**config.mk**
```make
export PLATFORM = sky130hd
export DESIGN_NAME = apb4_cmd_master_flat
export DESIGN_NICKNAME = d
export VERILOG_FILES = /design/src/rtl/apb4_cmd_master_pkg.sv /design/src/rtl/apb4_if.sv /design/src/rtl/apb4_cmd_master_tmo_cnt.sv /design/src/rtl/apb4_cmd_master.sv /design/src/flat_wrapper.sv
export SDC_FILE = /design/constraint.sdc
export NUM_CORES = 1
export LEC_CHECK = 0
export ABC_AREA = 1
export CAP_MARGIN = 20
export CORE_ASPECT_RATIO = 1.2
export CORE_MARGIN = 2
export CORE_UTILIZATION = 46
export CTS_BUF_LIST = sky130_fd_sc_hd__clkbuf_4 sky130_fd_sc_hd__clkbuf_8
export CTS_CLUSTER_DIAMETER = 120
export CTS_CLUSTER_SIZE = 14
export DETAILED_ROUTE_END_ITERATION = 7
export GPL_TIMING_DRIVEN = 0
export PLACE_DENSITY = 0.95
export SETUP_SLACK_MARGIN = 0.02
export SLEW_MARGIN = 20
export SYNTH_ARGS = -nofsm -noshare
export SYNTH_HDL_FRONTEND = slang
export SYNTH_SLANG_ARGS = --single-unit
```
**constraint.sdc**
```tcl
create_clock -name pclk -period 3.2 [get_ports pclk]
set_clock_uncertainty 0.15 [all_clocks]
set_input_delay 0.32 -clock pclk [delete_from_list [all_inputs] [get_ports pclk]]
set_output_delay 0.32 -clock pclk [all_outputs]
set_load 0.01 [all_outputs]
```
**src/rtl/apb4_cmd_master_pkg.sv**
```systemverilog
// Shared types and defaults for the APB4 command master.
package apb4_cmd_master_pkg;

   typedef enum logic [1:0] {
      StIdle   = 2'd0,
      StSetup  = 2'd1,
      StAccess = 2'd2,
      StResp   = 2'd3
   } apb_state_e;

   localparam int unsigned DefaultTimeoutCycles = 256;

   // Counter width for a given timeout limit; a disabled timeout still needs one bit.
   function automatic int unsigned tmo_cnt_width(input int unsigned limit);
      return (limit == 0) ? 1 : $clog2(limit + 1);
   endfunction

endpackage

```
**src/rtl/apb4_if.sv**
```systemverilog
// APB4 bus bundle shared by requesters and completers.
interface apb4_if #(
   parameter int unsigned ADDR_WIDTH = 32,
   parameter int unsigned DATA_WIDTH = 32
) ();

   logic [ADDR_WIDTH-1:0]   paddr;
   logic [2:0]              pprot;
   logic                    psel;
   logic                    penable;
   logic                    pwrite;
   logic [DATA_WIDTH-1:0]   pwdata;
   logic [DATA_WIDTH/8-1:0] pstrb;
   logic                    pready;
   logic [DATA_WIDTH-1:0]   prdata;
   logic                    pslverr;

   modport master (
      output paddr, pprot, psel, penable, pwrite, pwdata, pstrb,
      input  pready, prdata, pslverr
   );

   modport slave (
      input  paddr, pprot, psel, penable, pwrite, pwdata, pstrb,
      output pready, prdata, pslverr
   );

endinterface

```
**src/rtl/apb4_cmd_master_tmo_cnt.sv**
```systemverilog
// Clear/enable saturating counter; expire_o flags the last permitted ACCESS cycle.
module apb4_cmd_master_tmo_cnt
   import apb4_cmd_master_pkg::*;
#(
   parameter int unsigned Limit = DefaultTimeoutCycles
) (
   input  logic clk_i,
   input  logic rst_ni,
   input  logic clr_i,
   input  logic en_i,
   output logic expire_o
);

   localparam int unsigned CntW = tmo_cnt_width(Limit);

   if (Limit == 0) begin : g_off
      assign expire_o = 1'b0;
   end else begin : g_on
      localparam logic [CntW-1:0] Max  = CntW'(Limit);
      localparam logic [CntW-1:0] Last = CntW'(Limit - 1);

      logic [CntW-1:0] cnt_q, cnt_d;

      // Next count: clear wins, otherwise count up and stick at the limit.
      always_comb begin
         cnt_d = cnt_q;
         if (clr_i) begin
            cnt_d = '0;
         end else if (en_i && (cnt_q != Max)) begin
            cnt_d = cnt_q + 1'b1;
         end
      end

      // Count register.
      always_ff @(posedge clk_i or negedge rst_ni) begin
         if (!rst_ni) begin
            cnt_q <= '0;
         end else begin
            cnt_q <= cnt_d;
         end
      end

      assign expire_o = (cnt_q == Last);
   end

endmodule

```
**src/rtl/apb4_cmd_master.sv**
```systemverilog
// Single-outstanding APB4 requester: valid/ready command in, valid/ready response out.
module apb4_cmd_master
   import apb4_cmd_master_pkg::*;
#(
   parameter int unsigned ADDR_WIDTH     = 32,
   parameter int unsigned DATA_WIDTH     = 32,
   parameter int unsigned TIMEOUT_CYCLES = DefaultTimeoutCycles
) (
   input  logic                    pclk,
   input  logic                    presetn,
   input  logic                    req_valid_i,
   output logic                    req_ready_o,
   input  logic [ADDR_WIDTH-1:0]   req_addr_i,
   input  logic                    req_write_i,
   input  logic [DATA_WIDTH-1:0]   req_wdata_i,
   input  logic [DATA_WIDTH/8-1:0] req_strb_i,
   input  logic [2:0]              req_prot_i,
   output logic                    rsp_valid_o,
   input  logic                    rsp_ready_i,
   output logic [DATA_WIDTH-1:0]   rsp_rdata_o,
   output logic                    rsp_err_o,
   output logic                    rsp_timeout_o,
   apb4_if.master                  apb4
);

   apb_state_e state_q, state_d;

   logic [ADDR_WIDTH-1:0]   addr_q;
   logic                    write_q;
   logic [DATA_WIDTH-1:0]   wdata_q;
   logic [DATA_WIDTH/8-1:0] strb_q;
   logic [2:0]              prot_q;
   logic [DATA_WIDTH-1:0]   rdata_q;
   logic                    err_q;
   logic                    tmo_q;

   logic accept;
   logic xfer_ok;
   logic xfer_tmo;
   logic expire;

   // Next state and transfer events; pready takes priority over the timeout.
   always_comb begin
      state_d  = state_q;
      accept   = 1'b0;
      xfer_ok  = 1'b0;
      xfer_tmo = 1'b0;
      unique case (state_q)
         StIdle: begin
            if (req_valid_i) begin
               accept  = 1'b1;
               state_d = StSetup;
            end
         end
         StSetup: state_d = StAccess;
         StAccess: begin
            if (apb4.pready) begin
               xfer_ok = 1'b1;
               state_d = StResp;
            end else if (expire) begin
               xfer_tmo = 1'b1;
               state_d  = StResp;
            end
         end
         StResp: begin
            if (rsp_ready_i) begin
               state_d = StIdle;
            end
         end
      endcase
   end

   // State register; reset also drops psel/penable since they decode from state.
   always_ff @(posedge pclk or negedge presetn) begin
      if (!presetn) begin
         state_q <= StIdle;
      end else begin
         state_q <= state_d;
      end
   end

   // Command registers feed the bus directly and hold between transfers.
   always_ff @(posedge pclk or negedge presetn) begin
      if (!presetn) begin
         addr_q  <= '0;
         write_q <= 1'b0;
         wdata_q <= '0;
         strb_q  <= '0;
         prot_q  <= '0;
      end else if (accept) begin
         addr_q  <= req_addr_i;
         write_q <= req_write_i;
         wdata_q <= req_wdata_i;
         strb_q  <= req_write_i ? req_strb_i : '0;
         prot_q  <= req_prot_i;
      end
   end

   // Response registers, loaded once per transfer and held through RESP.
   always_ff @(posedge pclk or negedge presetn) begin
      if (!presetn) begin
         rdata_q <= '0;
         err_q   <= 1'b0;
         tmo_q   <= 1'b0;
      end else if (xfer_ok) begin
         rdata_q <= write_q ? '0 : apb4.prdata;
         err_q   <= apb4.pslverr;
         tmo_q   <= 1'b0;
      end else if (xfer_tmo) begin
         rdata_q <= '0;
         err_q   <= 1'b1;
         tmo_q   <= 1'b1;
      end
   end

   // Counter is zero on the first ACCESS cycle because it clears during SETUP.
   apb4_cmd_master_tmo_cnt #(
      .Limit (TIMEOUT_CYCLES)
   ) u_tmo_cnt (
      .clk_i    (pclk),
      .rst_ni   (presetn),
      .clr_i    (state_q == StSetup),
      .en_i     (state_q == StAccess),
      .expire_o (expire)
   );

   assign req_ready_o   = (state_q == StIdle);
   assign rsp_valid_o   = (state_q == StResp);
   assign rsp_rdata_o   = rdata_q;
   assign rsp_err_o     = err_q;
   assign rsp_timeout_o = tmo_q;

   assign apb4.psel    = (state_q == StSetup) || (state_q == StAccess);
   assign apb4.penable = (state_q == StAccess);
   assign apb4.paddr   = addr_q;
   assign apb4.pwrite  = write_q;
   assign apb4.pwdata  = wdata_q;
   assign apb4.pstrb   = strb_q;
   assign apb4.pprot   = prot_q;

endmodule

```
**src/flat_wrapper.sv**
```systemverilog
// flat-port wrapper written by rule: the top's interface ports become plain ports
module apb4_cmd_master_flat import apb4_cmd_master_pkg::*;
#(
   parameter int unsigned ADDR_WIDTH     = 32,
   parameter int unsigned DATA_WIDTH     = 32,
   parameter int unsigned TIMEOUT_CYCLES = DefaultTimeoutCycles
)
  (pclk, presetn, req_valid_i, req_ready_o, req_addr_i, req_write_i, req_wdata_i, req_strb_i, req_prot_i, rsp_valid_o, rsp_ready_i, rsp_rdata_o, rsp_err_o, rsp_timeout_o, apb4_paddr, apb4_pprot, apb4_psel, apb4_penable, apb4_pwrite, apb4_pwdata, apb4_pstrb, apb4_pready, apb4_prdata, apb4_pslverr);
  apb4_if #(.ADDR_WIDTH(ADDR_WIDTH), .DATA_WIDTH(DATA_WIDTH)) apb4_i ();
  input  logic pclk;
  input  logic presetn;
  input  logic req_valid_i;
  output logic req_ready_o;
  input  logic [ADDR_WIDTH-1:0] req_addr_i;
  input  logic req_write_i;
  input  logic [DATA_WIDTH-1:0] req_wdata_i;
  input  logic [DATA_WIDTH/8-1:0] req_strb_i;
  input  logic [2:0] req_prot_i;
  output logic rsp_valid_o;
  input  logic rsp_ready_i;
  output logic [DATA_WIDTH-1:0] rsp_rdata_o;
  output logic rsp_err_o;
  output logic rsp_timeout_o;
  output wire logic [$bits(apb4_i.paddr)-1:0] apb4_paddr;
  output wire logic [$bits(apb4_i.pprot)-1:0] apb4_pprot;
  output wire logic [$bits(apb4_i.psel)-1:0] apb4_psel;
  output wire logic [$bits(apb4_i.penable)-1:0] apb4_penable;
  output wire logic [$bits(apb4_i.pwrite)-1:0] apb4_pwrite;
  output wire logic [$bits(apb4_i.pwdata)-1:0] apb4_pwdata;
  output wire logic [$bits(apb4_i.pstrb)-1:0] apb4_pstrb;
  input wire logic [$bits(apb4_i.pready)-1:0] apb4_pready;
  input wire logic [$bits(apb4_i.prdata)-1:0] apb4_prdata;
  input wire logic [$bits(apb4_i.pslverr)-1:0] apb4_pslverr;
  assign apb4_paddr = apb4_i.paddr;
  assign apb4_pprot = apb4_i.pprot;
  assign apb4_psel = apb4_i.psel;
  assign apb4_penable = apb4_i.penable;
  assign apb4_pwrite = apb4_i.pwrite;
  assign apb4_pwdata = apb4_i.pwdata;
  assign apb4_pstrb = apb4_i.pstrb;
  assign apb4_i.pready = apb4_pready;
  assign apb4_i.prdata = apb4_prdata;
  assign apb4_i.pslverr = apb4_pslverr;
  apb4_cmd_master #(.ADDR_WIDTH(ADDR_WIDTH), .DATA_WIDTH(DATA_WIDTH), .TIMEOUT_CYCLES(TIMEOUT_CYCLES)) u_core (.pclk(pclk), .presetn(presetn), .req_valid_i(req_valid_i), .req_ready_o(req_ready_o), .req_addr_i(req_addr_i), .req_write_i(req_write_i), .req_wdata_i(req_wdata_i), .req_strb_i(req_strb_i), .req_prot_i(req_prot_i), .rsp_valid_o(rsp_valid_o), .rsp_ready_i(rsp_ready_i), .rsp_rdata_o(rsp_rdata_o), .rsp_err_o(rsp_err_o), .rsp_timeout_o(rsp_timeout_o), .apb4(apb4_i));
endmodule
```
==> results_dict.tcl <==
set metrics [dict create \
    slew_headroom 0.603 \
    setup.worst_path.start "u_core.state_q[0]" \
    cp.depth 3 \
    final_antenna_net_count 0 \
    rrSetupSlack_ns 0.88 \
    drt_pass1_iterations 4 \
    hpwlAfterDp_um 11000 \
    grt_usage 0.269 \
    yosysWarnings 0 \
    root_buffer "clkbuf_8" \
    crit_chain "inv_1, ha_1, clkdlybuf4s50_1" \
    synthTopCellsByArea "dfrtp_1, nand2_1, nand3_1, ha_1, inv_1" \
    clk_latency_ns 0.43 \
    tns_ns 0 \
    grt_pass1_vias 4893 \
    synth_cell_types 22 \
    clk_pin_slew_ns 0.07 \
    wl_per_cell_um 15.8 \
    critPathLaunchType "flop" \
    htree_levels 4 \
    grt_max_degree 62 \
    power_leakage_nw 3.80 \
    status "completed" \
    endpoint_kind "primary output" \
    cpMaxStageDelayCell "clkdlybuf4s50_1" \
    crit_end "apb4_penable" \
    post-route-min-period_ns 2.40 \
    netlist.area_leader.share 0.611 \
    num_antenna_cells 0 \
    gp_congestion 0.910 \
    required_ns 2.73 \
    crit_type "reg2out" \
    syn_nets 677 \
    dieArea_um2 11300 \
    synthCells 559 \
    via_per_inst 5.01 \
    rr_endpoint "u_core.rsp_rdata_o[8]" \
    cts_buffer_depth 2 \
    fin_nets 917 \
    fmax_mhz 416 \
    worst_pin_slew_ns 0.595 \
    netlist_area_um2 4790 \
    final_common_cell "nand2_1" \
    synth-async-reset-ratio 1.00 \
    overflow 0 \
    hold_violations 0 \
    layout_common_cells "nand2_1, clkdlybuf4s50_1, dfrtp_1, nand3_1, inv_1" \
    synth_ff_type "dfrtp_1" \
    yosysTopAreaCell "dfrtp_1" \
    post-route-drc-count 0 \
    crit_path_max_incr_delay_ns 0.60 \
    antenna_found_initial 0 \
    rows 40 \
    cts-buffers-inserted 17 \
    port_buffers 219 \
    post-cts-setup-buffers 0 \
    die_w_um 97.2 \
    rr_startpoint "u_core.u_tmo_cnt.g_on.cnt_q[1]" \
    finalCritPeriodShare 0.750 \
    core_area_um2 10100 \
    slew_violations 0 \
    synth-seq-area-share 0.611 \
    io_pins 220 \
    grt_pass1_wl_um 23600 \
    synth.avg_cell_area_um2 8.57 \
    drv_cap 0 \
    whs_ns 0.262 \
    path_delay_family "buffers and inverters" \
    powerDensity_nw_per_um2 929 \
    vias 4699 \
    path_buf_inv 2 \
    die_h_um 116 \
    cp_max_fo 6 \
    area_growth_pct 59.0 \
    routed_wl_um 14900 \
    initial_core_util 0.476 \
    worstRegToRegCells 12 \
    drive_gt1_frac 0.0640 \
    clock-sinks 117 \
    peakVddDrop_uv 699 \
    cts_tree "yes" \
    synth_edf_count 0 \
    grt_setup_unrepaired "false" \
    drt_iter0_drc 200 \
    cp_data_arrival_time_ns 1.93 \
    setup-violations-final 0 \
    ys_seq_elements 117 \
    hold_path.class "in2reg" \
]
-- what timing repair did --
| action | 4_1_cts | 5_1_grt |
|---|---|---|
| gates resized for setup | 0 | 0 |
| hold endpoints to repair | 60 | 0 |
| hold buffers | 1 | 0 |
-- area by class of cell --
class / count / area, um^2
flip-flops and latches: 117 / 2930
fillers: 651 / 2440
repair buffers: 221 / 2230
multi-input cells: 397 / 1680
clock buffers: 19 / 255
clock inverters: 13 / 181
well taps: 126 / 158
plain buffers: 24 / 110
inverters: 21 / 78.8
-- kinds of logic after synthesis --
kind of cell | share of synthesized area
AND/OR/NAND/NOR | 0.313
flip-flops | 0.611
buffers and inverters | 0.0394
AO/OA/AOI/OAI | 0.0141
adder cells (fa/ha/maj) | 0.0209
XOR/XNOR | 0.00183
-- per-stage QoR --
step | worst slack (ns) | cells | area, um^2 | power, mW | util
CTS | 0.792 | 938 | 7620 | 7.13 | 0.757
detailed placement | 0.950 | 905 | 7170 | 5.59 | 0.713
global placement | -2.62 | 904 | 7140 | 5.43 | 0.710
finish | 0.799 | 938 | 7620 | 7.07 | 0.757
floorplan | 1.30 | 559 | 4790 | 3.77 | -
global route | 0.746 | 938 | 7620 | 7.51 | 0.757
-- per-layer routing --
metal  track usage  vias to the layer above  wire, um
met5             0                        -         0
met4         0.135                        0       550
met3         0.104                       47      1360
met2         0.476                      236      7470
met1         0.282                     2216      5470
li1              -                     2200         -
-- worst reg2reg max path, delay by kind of cell, from the launching register on --
| kind | cells | cell delay (ns) |
|---|---|---|
| buffers and inverters | 3 | 0.43 |
| adders and majority gates | 2 | 0.42 |
| and+or+nand+nor | 7 | 0.80 |
| DFF | 1 | 0.41 |
-- synthesized netlist by cell type, types with 8 or more instances --
cell type / number
nand2_1: 314
dfrtp_1: 117
nand3_1: 41
inv_1: 20
nor2_1: 14
buf_2: 13
clkbuf_1: 10
o21ai_0: 9
ha_1: 8
-- state kept, by name (all words and copies together), names as in the netlist --
register / flops
u_core.apb4.paddr: 32
u_core.apb4.pwdata: 32
u_core.rsp_rdata_o: 32
u_core.u_tmo_cnt.g_on.cnt_q: 9
u_core.apb4.pstrb: 4
u_core.apb4.pprot: 3
u_core.state_q: 2
u_core.apb4.pwrite: 1
u_core.rsp_err_o: 1
u_core.rsp_timeout_o: 1
-- power breakdown --
part	total [mW]	internal [mW]	switching (mW)	leakage, nW
clock	1.49	0.875	0.612	0.219
sequential	2.48	2.10	0.381	1.49
combinational	3.11	1.57	1.54	2.09
total	7.07	4.54	2.54	3.80
-- worst min-delay path by stage --
stage | from | to | depth (start not counted) | slack [ns]
5_1_grt | req_addr_i[26] | u_core.apb4.paddr[26] | 3 | 0.25
4_1_cts | req_addr_i[26] | u_core.apb4.paddr[26] | 3 | 0.23
2_1_floorplan | presetn | u_core.apb4.paddr[0] | 0 | -0.13
3_5_place_dp | presetn | u_core.rsp_rdata_o[6] | 1 | 0.19
6_report | req_wdata_i[9] | u_core.apb4.pwdata[9] | 3 | 0.26
3_3_place_gp | u_core.rsp_rdata_o[20] | u_core.rsp_rdata_o[20] | 2 | 0.30
Power figures use the tool's default switching activity.
==> RTL change: new RTL, config.mk and constraints unchanged <==
Re-encode `apb_state_e` (4 states) as one-hot, 4 bits wide.
--- a/src/rtl/apb4_cmd_master_pkg.sv
+++ b/src/rtl/apb4_cmd_master_pkg.sv
@@ -2,9 +2,9 @@
 package apb4_cmd_master_pkg;
 
-   typedef enum logic [1:0] {
-      StIdle   = 2'd0,
-      StSetup  = 2'd1,
-      StAccess = 2'd2,
-      StResp   = 2'd3
+   typedef enum logic [3:0] {
+      StIdle   = 4'b0001,
+      StSetup  = 4'b0010,
+      StAccess = 4'b0100,
+      StResp   = 4'b1000
    } apb_state_e;
 
Check against the original RTL: same outputs for any inputs over 4 cycles, from zero or initial values and one cycle with presetn low; so few cycles prove little.
==> RTL change against the unedited design <==
Wire length down 11%; via count decreased by 4.8%; largest cell class unchanged; total power decreased by 7.2%; critical path type unchanged; fmax is 0.79% lower; synthesized cell count grew 2.0%; sequential cell count increased by 2; setup slack lost 0.019 ns; sequential share of layout area grew 0.32 points; final area is 0.90% higher; area after synthesis up 1.9%.
==> RTL change: results (changes against the unedited design) <==
Run status
  • Outcome: finished clean (unchanged)

Logic synthesis
  • Commonest cells in the synthesized netlist: 360 x nand2_1, 118 x dfrtp_1, 20 x inv_1 (was 314 x nand2_1, 117 x dfrtp_1, 41 x nand3_1)
  • Fraction of registers with async set or reset after synthesis: 100% (unchanged)
  • Synthesized instance count: 570 (was 559)
  • Number of distinct standard cells referenced by the synthesized netlist: 24 (was 22)
  • Synth Area in Compound Gates: 0.666% (was 1.41%)
  • Primary FF master, synth: dfrtp_1 (unchanged)
  • Xor and xnor fraction of the mapped netlist area: 0.179% (was 0.183%)
  • Yosys warns: 0 (unchanged)
  • Adder-cell share of the synthesized area: 0.768% (was 2.09%)
  • Leading cell types by total area after synthesis: dfrtp_1 60%, nand2_1 28%, buf_6 2.3%, inv_1 1.5%, nand3_1 1.1% (was dfrtp_1 61%, nand2_1 25%, nand3_1 4.3%, ha_1 2.1%, inv_1 1.6%)
  • Number of nets produced by synthesis: 683 (was 677)
  • Portion of the post-synthesis area used by sequential elements: 61.0% (was 61.1%)

Finish
  • Number of nets at the end of the flow: 923 (was 917)
  • Final Non-Filler Cells: 951 (was 938)
  • Number of filler cells placed in the layout: 727 (was 651)
  • Ant diodes: 0 (unchanged)
  • Layout cells sized above 1: 7.66% (was 6.40%)

Global route
  • GRT Resource Usage Total: 23.5% (was 26.9%)
  • Antenna violations before repair: 0 (unchanged)
  • Pin count of the biggest net entering global routing: 76 (was 62)
  • Wire length of the first global-routing pass: 21.2 mm (was 23.6 mm)
  • Number of global-route vias before repair: 4,555 (was 4,893)

Worst setup path
  • CP endpoint: req_ready_o (was apb4_penable)
  • Reg-to-Reg End: u_core.rsp_rdata_o[5]$_DFFE_PN0P_ (was u_core.rsp_rdata_o[8]$_DFFE_PN0P_)
  • Critical path launch point: u_core.state_q[0]$_DFFE_PN1P_ (was u_core.state_q[0]$_DFFE_PN0P_)
  • Worst-case register-to-register setup slack: 0.98 ns (was 0.88 ns)
  • Number of cell instances on the worst register-to-register path: 10 (was 12)
  • Endpoint arrival time on the critical path: 1.95 ns (was 1.93 ns)
  • Worst-path fanout max: 3 (was 6)
  • Biggest cell delay along the critical path: 0.56 ns (was 0.60 ns)

Place
  • Final RePlAce weighted congestion: 0.806 (was 0.910)
  • Post-DP HPWL: 9.77 mm (was 11.0 mm)
  • Placed instance area: 7270 µm² (was 7170 µm²)

Drt
  • Detailed router's first-iteration violation count: 159 (was 200)
  • Drt pass-1 iters: 6 (was 4)
  • Count of vias placed by the detailed router: 4,474 (was 4,699)
  • Average wire per cell in the routed design: 13.9 µm (was 15.8 µm)

Timing
  • WHS: 0.235 ns (was 0.262 ns)
  • Actual transition at the worst max-transition pin: 0.444 ns (was 0.595 ns)

Clock tree
  • Worst-Skew Late Latency: 0.42 ns

Power
  • Total leakage power: 0.00391 µW (was 0.00380 µW)
  • Power Internal: 4450 µW (was 4540 µW)
  • Worst VDD drop: 0.636 mV (was 0.699 mV)

Min path
  • Worst min path class: in -> async (was in -> reg)
==> RTL change: logic make-up after synthesis <==
logic type               count (synthesis)
adder cells (fa/ha/maj)                  3
buffers and inverters                   43
XOR/XNOR                                 1
flip-flops                             119
AND/OR/NAND/NOR                        398
AO/OA/AOI/OAI                            6
==> RTL change: area by class of cell <==
class,count,area (µm²),share of cell area (%)
sequential,119,2980,38.8
inverter,23,88.8,1.16
timing repair buffer,221,2230,29.0
multi-input combinational,408,1640,21.3
clock inverter,9,125,1.63
clock buffer,22,284,3.70
buffer,20,180,2.34
tap,129,161,2.10
==> RTL change: critical path, delay by kind of cell, from the launching register on <==
family,cells,cell delay [ns]
buffers and inverters,3,0.71
and+or+nand+nor,2,0.29
DFF,1,0.54
==> RTL change: per-layer routing <==
layer  share of wire [%]  global-route usage, %  wire length (µm)
met5                   0                      0                 0
met4                 2.1                   8.89               276
met3                 8.6                   9.20              1140
met2                  53                   42.4              6960
met1                  37                   25.2              4870
==> RTL change: power groups by stage <==
stage                     Sequential (µW)  Combinational, µW  Clock [µW]
after detailed placement             2520               2690           0
after CTS                            2510               2700        1420
after global placement               2500               2600           0
after global routing                 2590               2900        1500
after floorplan                      2790                705           0
final                                2510               2660        1390
==> RTL change: stage by stage <==
step | utilization [%] | setup slack, ns
after global placement | 69.5 | -2.90
final | 73.8 | 0.779
after floorplan | - | 1.30
after detailed placement | 69.8 | 0.981
after global routing | 73.8 | 0.681
after CTS | 73.8 | 0.758
